--- config.mk ---
export PLATFORM = sky130hd
export DESIGN_NAME = subleq_ctrl
export DESIGN_NICKNAME = d
export VERILOG_FILES = /design/src/rtl/subleq_pkg.sv /design/src/rtl/subtract8.sv /design/src/rtl/subleq_ctrl.sv
export SDC_FILE = /design/constraint.sdc
export NUM_CORES = 1
export LEC_CHECK = 0
export CORE_ASPECT_RATIO = 0.6
export CORE_MARGIN = 2
export CORE_UTILIZATION = 45
export CTS_CLUSTER_SIZE = 20
export DETAILED_ROUTE_END_ITERATION = 8
export PLACE_DENSITY = 0.66
export SLEW_MARGIN = 20
export SYNTH_ARGS = -nofsm -noshare
export SYNTH_HDL_FRONTEND = slang
export SYNTH_SLANG_ARGS = --single-unit
--- constraint.sdc ---
create_clock -name clk -period 7.1 [get_ports clk]
set_clock_uncertainty 0.2 [all_clocks]
set_input_delay 1.42 -clock clk [delete_from_list [all_inputs] [get_ports clk]]
set_output_delay 1.42 -clock clk [all_outputs]
set_load 0.01 [all_outputs]
--- src/rtl/subleq_pkg.sv ---
// Shared types and constants for the SUBLEQ controller.
package subleq_pkg;
    localparam int WORD_W = 8;
    localparam logic [WORD_W-1:0] HALT_ADDR = 8'hFF;
    localparam int INSTR_CYCLES = 7;

    typedef enum logic [3:0] {
        IDLE, IA, IB, IC, RA, RB, LD, WB, HALT
    } state_t;
endpackage

--- src/rtl/subtract8.sv ---
// Two's-complement subtractor; valid drops on signed overflow.
module subtract8
    import subleq_pkg::*;
(
    input  logic [WORD_W-1:0] minuend,
    input  logic [WORD_W-1:0] subtrahend,
    output logic [WORD_W-1:0] difference,
    output logic              valid
);
    assign difference = minuend - subtrahend;
    // Overflow only when operand signs differ and the result sign leaves the minuend's.
    assign valid = !((minuend[WORD_W-1] != subtrahend[WORD_W-1]) &&
                     (difference[WORD_W-1] != minuend[WORD_W-1]));
endmodule

--- src/rtl/subleq_ctrl.sv ---
// Multi-cycle SUBLEQ sequencer driving a synchronous-read single-port memory.
module subleq_ctrl
    import subleq_pkg::*;
(
    input  logic              clk,
    input  logic              rst,
    input  logic              start,
    output logic [WORD_W-1:0] mem_addr,
    input  logic [WORD_W-1:0] mem_rdata,
    output logic [WORD_W-1:0] mem_wdata,
    output logic              mem_we,
    output logic [WORD_W-1:0] pc,
    output logic              instr_done,
    output logic              halted,
    output logic              ovf_err
);
    state_t            state;
    logic [WORD_W-1:0] reg_a, reg_b, reg_c, op_a, op_b;
    logic [WORD_W-1:0] diff;
    logic              diff_ok;
    logic              taken;
    logic              wb_commit;
    logic [WORD_W-1:0] next_pc;

    subtract8 u_sub (
        .minuend    (op_b),
        .subtrahend (op_a),
        .difference (diff),
        .valid      (diff_ok)
    );

    assign taken     = (diff == '0) || diff[WORD_W-1];
    assign next_pc   = taken ? reg_c : pc + 8'd3;
    // op_b only lands at the end of LD, so the write strobes are decoded from WB directly.
    assign wb_commit = (state == WB) && diff_ok;
    assign mem_we    = wb_commit;
    assign instr_done = wb_commit;
    assign mem_wdata = wb_commit ? diff : '0;

    // NOTE: all state is updated with non-blocking assignments so every register samples pre-edge values.
    always_ff @(posedge clk or posedge rst) begin
        if (rst) begin
            state    <= IDLE;
            pc       <= '0;
            reg_a    <= '0;
            reg_b    <= '0;
            reg_c    <= '0;
            op_a     <= '0;
            op_b     <= '0;
            mem_addr <= '0;
            halted   <= 1'b0;
            ovf_err  <= 1'b0;
        end else begin
            case (state)
                IDLE, HALT: begin
                    if (start) begin
                        pc       <= '0;
                        ovf_err  <= 1'b0;
                        halted   <= 1'b0;
                        mem_addr <= '0;
                        state    <= IA;
                    end
                end
                IA: begin
                    mem_addr <= pc + 8'd1;
                    state    <= IB;
                end
                IB: begin
                    reg_a    <= mem_rdata;
                    mem_addr <= pc + 8'd2;
                    state    <= IC;
                end
                IC: begin
                    reg_b    <= mem_rdata;
                    mem_addr <= reg_a;
                    state    <= RA;
                end
                RA: begin
                    reg_c    <= mem_rdata;
                    mem_addr <= reg_b;
                    state    <= RB;
                end
                RB: begin
                    op_a  <= mem_rdata;
                    state <= LD;
                end
                LD: begin
                    op_b  <= mem_rdata;
                    state <= WB;
                end
                WB: begin
                    if (!diff_ok) begin
                        ovf_err <= 1'b1;
                        halted  <= 1'b1;
                        state   <= HALT;
                    end else begin
                        pc <= next_pc;
                        if (taken && (reg_c == HALT_ADDR)) begin
                            halted <= 1'b1;
                            state  <= HALT;
                        end else begin
                            mem_addr <= next_pc;
                            state    <= IA;
                        end
                    end
                end
                default: state <= IDLE;
            endcase
        end
    end
endmodule
After elaboration in Yosys (flattened, before gate mapping). Cells that the tools add are included.

Logic and storage cells: 62. Memory bits (read-only): 0. Memories: 0. Register bits: 62. Latch bits: 0. Memory bits (writable): 0. Output and inout bits: 28.

Reductions and logical operators: 14. Multiply operators: 0. Order comparisons: 0. Shift operators: 0. Add/sub/neg operators: 4. Bitwise logic cells: 0. Divide/modulo/power cells: 0. Equality and inequality tests: 16. Multiplexer cells: 18.

Operators by type and width (count): 8-bit two-way mux (6); 8-bit one-hot mux with 6 select lines (1); 4-bit one-hot mux with 8 select lines (1); 8-bit by 2-bit adder with 8-bit output, second input constant (2); 4-bit by 3-bit equality test with 1-bit output, second input constant (4); 8-bit one-hot mux with 2 select lines (1); 4-bit two-way mux (3); 3-bit AND reduction (3); 8-bit by 1-bit adder with 8-bit output, second input constant (1); 4-bit by 2-bit equality test with 1-bit output, second input constant (2); 8-bit equality test, second input constant (1); 8-bit zero test (1); 8-bit subtractor (1); 2-bit inequality test, second input constant (3); 6-bit nonzero test (1); 4-bit by 1-bit equality test with 1-bit output, second input constant (1); 4-bit equality test, second input constant (1); 4-bit zero test (1); 1-bit two-way mux (4); 1-bit one-hot mux with 2 select lines (2); 4-bit AND reduction (1); 1-bit logical AND (3); 3-bit by 1-bit inequality test with 1-bit output, second input constant (1); 1-bit inequality test (2); 5 further kinds (5).

Logic depth before layout (Yosys ltp). Gate-level depths: netlist (run 1).

Word-level depth: 7. Mapped depth: 12. Mapped depth without buffers: 11.

Modules after synthesis. A second synthesis (run 1) with hierarchy kept.

Cells, all modules: 343. Area total of the unflattened synthesis: 3498.4 um^2.

Modules (own cells, without submodules): subleq_ctrl (times used 1, cells an instance 295, area an instance 3146.8 um^2); subtract8 (times used 1, cells an instance 48, area an instance 351.6 um^2).

Least setup slack after synthesis (run 1). No wires, ideal clock.

Kind: register to output. From: reg op_b[6]. To: out mem_wdata[5]. Buffers on the path: 0. Required time: 5.480 ns. Data arrival time: 2.005 ns. Setup slack: 3.475 ns. Cell stages (with the launch flop): 8. Path through: dfrtp_1 -> ha_1 -> a21oi_4 -> inv_2 -> o311a_1 -> mux2i_1 -> nand2_2 -> nor3_1.

Cells in the longest elaborated chain, start to end: 6.

Ends and longest elaborated chain: start: declaration (line subleq_ctrl.sv:18) `logic [WORD_W-1:0] reg_a, reg_b, reg_c, op_a, op_b;`; start signal: assignment (line subleq_ctrl.sv:88) `op_b <= mem_rdata;`; 8-bit subtractor (line subtract8.sv:10) `assign difference = minuend - subtrahend;`; 1-bit inequality test (line subtract8.sv:13) `(difference[WORD_W-1] != minuend[WORD_W-1]));`; 1-bit logical AND (line subtract8.sv:12) `assign valid = !((minuend[WORD_W-1] != subtrahend[WORD_W-1]) &&`; 1-bit zero test (line subtract8.sv:12); 1-bit logical AND (line subleq_ctrl.sv:35) `assign wb_commit = (state == WB) && diff_ok;`; 8-bit two-way mux (line subleq_ctrl.sv:38) `assign mem_wdata = wb_commit ? diff : '0;`; end: declaration (line subleq_ctrl.sv:10) `output logic [WORD_W-1:0] mem_wdata,`.

No other way between the ends.

Worst setup path in the final report (run 1).
From: reg op_a[0]. To: out mem_wdata[5].

Cells in the longest elaborated chain, start to end: 6.

Ends and longest elaborated chain: start: declaration (line subleq_ctrl.sv:18); start signal: assignment (line subleq_ctrl.sv:84) `op_a <= mem_rdata;`; 8-bit subtractor (*) (line subtract8.sv:10); 1-bit inequality test (line subtract8.sv:13); 1-bit logical AND (line subtract8.sv:12); 1-bit zero test (line subtract8.sv:12); 1-bit logical AND (line subleq_ctrl.sv:35); 8-bit two-way mux (*) (line subleq_ctrl.sv:38).

Mark *: on every way between the ends. The rest lies on a longest branch, timed or not.

==> summary.md, run 1 <==
| Metric | Value |
|---|---|
| Status | complete, no violations |
| Root buf cell | clkbuf_16 |
| Hold_ws | 0.275 ns |
| Pins over their slew limit | 0 |
| Post-DP HPWL | 6.31 mm |
| Placer Congestion | 0.850 |
| Routed length on met3 | around 520 µm |
| Reg-to-Reg End | mem_addr[4] |
| DR DRC count | 0 |
| Setup Viol. Count Final | 0 |
| Nets | 419 |
| Htree depth | 3 |
| Register bit total from synthesis | 62 |
| Tcrit/Tclk final | 0.666 |
| Die W | roughly 120 µm |
| CP arrival | 3.11 ns |
| First-pass GRT wire length | approximately 14 mm |
| Post-layout util | 0.574 |
| Max Cap Viol | 0 |
| Met2 wire length | roughly 3.7 mm |
| Hold endpoint | reg_a[5] |
| Routed Antenna Nets | 0 |
| Synth top area share | 0.438 |
| Slew margin rel. | 0.357 |
| Number of vias per cell | ~5.5 |
| CTS-repair resized insts | 0 |
| Total routed wirelength | 8.64 mm |
| Port bufs | 38 |
| Drt initial violations | 190 |
| Slew @ Worst Pin | 0.961 ns |
| WL/cell | between 15 and 20 µm |
| GR Overflow Total | 0 |
| Num ports | 39 |
| Die Ht | 72.7 µm |
| Clock latency at the later pin of the worst-skew pair | 0.33 ns |
| # clock sinks | 62 |
| PwrDens | 580 nW/µm² |
| Mapped Cells | 361 |
| Initial antenna violation count | 0 |
| Most area-hungry cell type in the Yosys netlist | dfrtp_1 |
| Min cycle time layout | 4.73 ns |
| CTS max path bufs | 2 |
| CP Launch Type | flip-flop |
| Post-synth EDFFs | 0 |
| Ys flop type | dfrtp_1 |
| Ys async rst share | 1.00 |
| Reg2reg setup slack | 3.53 ns |
| Worst-path clk slew | 0.05 ns |
| RSZ-0062 raised after global routing | no |
| Worst R2R Path Depth | 10 |
| Ant diodes | 0 |
| DRT Pass-1 Iters | 4 |
| Cts hold-fix bufs | 0 |
| Hold path depth | 2 |
| Sum of negative setup slack | 0 ns |
| GRT Util Overall | 0.220 |
| Fmax | approximately 210 MHz |
| Ranking of synthesized cells by area | dfrtp_1, mux2_2, nand2_1 |
| Initial Util | 0.475 |
| Syn nets | between 300 and 400 |
| Core box area | ~7400 µm² |
| Synth warn | 0 |
| Setup ws final | 2.37 ns |
| Post-Layout Cell Count | approximately 500 |
| Setup Slack @ Placement | 2.79 ns |
| Max Used Layer | met4 |
| CTS tree | built |
| Worst Path Max Fanout | 9 |
| Syn avg cell area | about 9.8 µm² |
| Pin count of the biggest net entering global routing | between 60 and 70 |
| Vias in the first global route | 2677 |
| Synth Cell Area | 3540 µm² |
| Die ar. | ~8600 µm² |
| Fill count | 691 |
| FF-to-FF Start | op_a[0] |
| Min-delay src | reg_a[5] |
| # rows | 24 |
| Placed Cells incl. Taps | a little under 500 |
| Maximum vdd drop | 0.252 mV |
| Hold WC Path Type | flip-flop to flip-flop |
| Critical path capture point type | output port |
| Metal-1 WL | between 4 and 5 mm |
| Num CTS Buffers | 9 |
| Crit Path Class | flip-flop to output port |
| Share of cells above drive strength 1 | 0.162 |
| Number of distinct library cells after synthesis | 63 |
| Hold Vio Cnt, Final | 0 |
| Post-CTS Setup Bufs | 0 |
| Via count | 2755 |
| Required time worst endpoint | 5.48 ns |
| Area grow syn2layout | 20.8% |
| Leak Pwr | 1.87 nW |
| Seq/Total Area, Yosys | 0.438 |
## sequential cells by signal, summed over array words and instances, names as in the netlist
| signal | flops |
|---|---|
| op_a | 8 |
| op_b | 8 |
| reg_c | 8 |
| state | 4 |
| mem_addr | 8 |
| reg_b | 8 |
| reg_a | 8 |
| halted | 1 |
| pc | 8 |
| ovf_err | 1 |
## metal layers
| layer | vias to the layer above | global-route usage |
|---|---|---|
| li1 | 1339 | - |
| met1 | 1352 | 0.318 |
| met2 | 59 | 0.316 |
| met3 | 5 | 0.0719 |
| met4 | 0 | 0.0648 |
| met5 | - | 0 |
## through the flow
| stage | power [mW] | cell area [µm²] |
|---|---|---|
| floorplan | 1.71 | 3540 |
| global placement | 2.02 | 3990 |
| detailed placement | 2.06 | 3990 |
| CTS | 2.49 | 4280 |
| global route | 2.68 | 4280 |
| finish | 2.48 | 4280 |
## how the worst max path moves through the flow
| stage | slack [ns] | end | startpoint | cells past startpoint |
|---|---|---|---|---|
| after floorplan | 3.48 | mem_wdata[5] | op_b[6] | 7 |
| after global routing | 2.19 | mem_wdata[5] | op_a[1] | 9 |
| after detailed placement | 2.79 | mem_wdata[5] | op_a[0] | 8 |
| final | 2.37 | mem_wdata[5] | op_a[0] | 8 |
| after global placement | 2.92 | mem_wdata[5] | op_a[6] | 9 |
| after CTS | 2.42 | mem_wdata[5] | op_b[6] | 8 |
## layout make-up
cell class	instances	area, µm²	share of cell area
clock inverters	3	17.5	0.00410
inverters	16	60.1	0.0140
multi-input cells	264	1830	0.428
repair buffers	43	418	0.0977
well taps	104	130	0.0304
clock buffers	13	270	0.0632
flip-flops and latches	62	1550	0.363
## cell usage after synthesis (all sizes together) (2+ instances only)
cell type / instances
inv: 16
nor2b: 5
xnor2: 6
xor2: 7
a222oi: 3
clkbuf: 12
mux2i: 10
nand2: 60
a21oi: 12
a21o: 4
o21a: 4
buf: 7
a22oi: 2
o22ai: 3
o31ai: 4
nand2b: 6
nand3: 6
dfrtp: 62
o2111ai: 2
a31oi: 2
o21ai: 17
or3: 3
a221oi: 3
mux2: 28
nor3: 10
and3: 4
o211ai: 2
ha: 11
a211oi: 2
nor2: 30
## cell usage in the layout, fill, tap and decap left out, drive strengths merged, types with 6 or more instances in the layout
cell type and count:
a21oi 12, ha 11, nand2b 6, xnor2 6, dfrtp 62, clkbuf 13
clkdlybuf4s50 38, o21ai 17, inv 16, mux2 28, xor2 7, nor2 30
nand2 60, mux2i 10, nor3 10, nand3 6
## critical path: stages (launching register included)
cell	delay, ns
dfrtp_1	0.39
ha_1	0.25
nand2b_1	0.19
a211oi_2	0.33
o21ai_1	0.19
mux2i_1	0.38
nand2_2	0.22
nor3_1	0.24
clkdlybuf4s50_1	0.58
## where the power goes
part	total (mW)	leakage, nW	internal [mW]	switching [mW]
clock network	0.417	0.142	0.263	0.154
registers	0.708	0.761	0.536	0.172
logic	1.36	0.967	0.628	0.729
total	2.48	1.87	1.43	1.06
## logic make-up after synthesis
family                   synth area share
flip-flops                          0.438
XOR/XNOR                           0.0322
AND/OR/NAND/NOR                     0.166
multiplexers                        0.119
AO/OA/AOI/OAI                       0.151
adder cells (fa/ha/maj)            0.0445
buffers and inverters              0.0477
No activity file was read; power rests on OpenSTA's default activity.
==> inputs of run 2 (changes only) <==
--- a/config.mk
+++ b/config.mk
@@ -10,7 +10,7 @@
 export CORE_UTILIZATION = 45
 export CTS_CLUSTER_SIZE = 20
 export DETAILED_ROUTE_END_ITERATION = 8
-export PLACE_DENSITY = 0.66
+export PLACE_DENSITY = 0.69
 export SLEW_MARGIN = 20
 export SYNTH_ARGS = -nofsm -noshare
 export SYNTH_HDL_FRONTEND = slang
==> constraint.sdc (replaced) <==
create_clock -name clk -period 4.1 [get_ports clk]
set_clock_uncertainty 0.2 [all_clocks]
set_input_delay 0.82 -clock clk [delete_from_list [all_inputs] [get_ports clk]]
set_output_delay 0.82 -clock clk [all_outputs]
set_load 0.01 [all_outputs]
==> run 2 against run 1 <==
Cell area grew 0.99%. Critical endpoint unchanged. Largest power group unchanged. Combinational power is 75% higher. Sequential cell count did not move. Largest cell class unchanged. Die area is the same. Sequential power up 72%. Clock-buffer cell count decreased by 3. Worst hold slack better by 0.011 ns.
==> summary.md, run 2 (synthesized netlist as in run 1, its figures left out) <==
| Metric | Value |
|---|---|
| Setup Slack @ Placement | roughly 0.46 ns |
| Ant diodes | 0 |
| Die W | 119 µm |
| Hold path depth | 2 |
| Initial Util | 0.475 |
| Slew margin rel. | 0.392 |
| DR DRC count | 0 |
| Via count | 2774 |
| GRT Util Overall | 0.219 |
| Critical path capture point type | output port |
| Crit Path Class | flip-flop to output port |
| Nets | 420 |
| CP Launch Type | flip-flop |
| CP arrival | 2.95 ns |
| Placer Congestion | 0.862 |
| Drt initial violations | approximately 230 |
| Post-DP HPWL | approximately 6.2 mm |
| Clock latency at the later pin of the worst-skew pair | 0.35 ns |
| Status | complete, no violations |
| Pins over their slew limit | 0 |
| Worst-path clk slew | 0.06 ns |
| Placed Cells incl. Taps | 489 |
| FF+latch area | 1550 µm² |
| First-pass GRT wire length | 14.3 mm |
| Initial antenna violation count | 0 |
| Fmax | 252 MHz |
| Max Cap Viol | 0 |
| Commonest non-fill, non-tap cells in the layout | dfrtp_1, nand2_1, clkdlybuf4s50_1 |
| Maximum vdd drop | 0.544 mV |
| Hold WC Path Type | flip-flop to flip-flop |
| Num ports | 39 |
| Switching share of power | 0.419 |
| PwrDens | 1030 nW/µm² |
| Tcrit/Tclk final | 0.969 |
| CTS max path bufs | 2 |
| Pwr Total | 4.43 mW |
| Die Ht | about 73 µm |
| Vias in the first global route | 2718 |
| Root buf cell | clkbuf_16 |
| Post-layout util | 0.580 |
| Required time worst endpoint | 3.08 ns |
| Reg power frac | 0.276 |
| WL/cell | about 17 µm |
| GR Overflow Total | 0 |
| Setup Viol. Count Final | 0 |
| Worst Path Max Fanout | 9 |
| Core box area | 7450 µm² |
| Worst R2R Path Depth | 10 |
| Number of vias per cell | 5.48 |
| Die ar. | 8610 µm² |
| Most common cell after layout, fill and taps aside | dfrtp_1 |
| Num CTS Buffers | 9 |
| Pin count of the biggest net entering global routing | 35 |
| # rows | 24 |
| Int Power | about 2.6 mW |
| Combinational power share | 0.538 |
| Fill count | 699 |
| Setup ws final | 0.126 ns |
| Footprint of the multi-input gates | approximately 1800 µm² |
| Sum of negative setup slack | 0 ns |
| RSZ-0062 raised after global routing | no |
| Leak Pwr | 1.88 nW |
| Min cycle time layout | 3.97 ns |
| Area grow syn2layout | 22.0% |
| Switching power | 1.86 mW |
| Total routed wirelength | 8.49 mm |
| Htree depth | 3 |
| Post-Layout Cell Count | 506 |
| Port bufs | 38 |
| Slew @ Worst Pin | between 0.9 and 1 ns |
| Share of cells above drive strength 1 | 0.167 |
| Clk pwr share | 0.187 |
| Hold Vio Cnt, Final | 0 |
| # clock sinks | a little over 60 |
| Routed Antenna Nets | 0 |
| DRT Pass-1 Iters | 5 |
| CTS tree | built |
==> run 2: cell type report <==
class / count / area share
flip-flops and latches: 62 / 0.359
multi-input cells: 264 / 0.423
clock buffers: 10 / 0.0553
repair buffers: 44 / 0.0985
clock inverters: 6 / 0.0197
well taps: 104 / 0.0301
inverters: 16 / 0.0139
==> run 2: final timing paths <==
kind	start	to	slack (ns)
min in group asynchronous	rst	op_b[6]	0.69
hold / removal	reg_a[7]	reg_a[7]	0.29
setup reg to reg	op_a[0]	mem_addr[6]	0.57
setup / recovery	op_a[6]	mem_wdata[5]	0.13
hold reg to reg	reg_a[7]	reg_a[7]	0.29
max in group asynchronous	rst	op_b[2]	2.12
==> run 2: layer usage <==
metal / vias up / wire length, µm / part of all wire / global-route usage
li1: 1340 / - / - / -
met3: 7 / 495 / 0.058 / 0.0836
met5: - / 0 / 0 / 0
met2: 57 / 3510 / 0.41 / 0.316
met4: 0 / 71 / 0.0084 / 0.0516
met1: 1370 / 4420 / 0.52 / 0.313
==> run 2: power by group through the flow <==
stage / clock, mW / combinational, mW / sequential [mW]
4_1_cts: 0.839 / 2.35 / 1.22
6_report: 0.827 / 2.38 / 1.22
5_1_grt: 0.870 / 2.62 / 1.28
3_3_place_gp: 0 / 2.29 / 1.21
3_5_place_dp: 0 / 2.34 / 1.22
2_1_floorplan: 0 / 1.84 / 1.13
==> run 2: what timing repair did <==
item                       CTS  global route
buffers inserted             0             1
gates resized for setup      0             1
setup endpoints to repair    0             9
hold buffers                 0             0
==> run 2: metrics by stage <==
stage | cell area, µm² | hold slack (ns)
2_1_floorplan | 3540 | 0.246
3_5_place_dp | 3980 | 0.268
6_report | 4320 | 0.286
4_1_cts | 4310 | 0.287
5_1_grt | 4320 | 0.294
3_3_place_gp | 3980 | 0.260
==> run 2: worst max-delay path, cell delays in order (launching register included) <==
cell and delay [ns]:
dfrtp_1 0.32, inv_1 0.04, ha_1 0.38, a21oi_4 0.20, inv_2 0.04, o311a_1 0.39
mux2i_2 0.27, nand2_2 0.18, nor3_1 0.21, clkdlybuf4s50_1 0.57
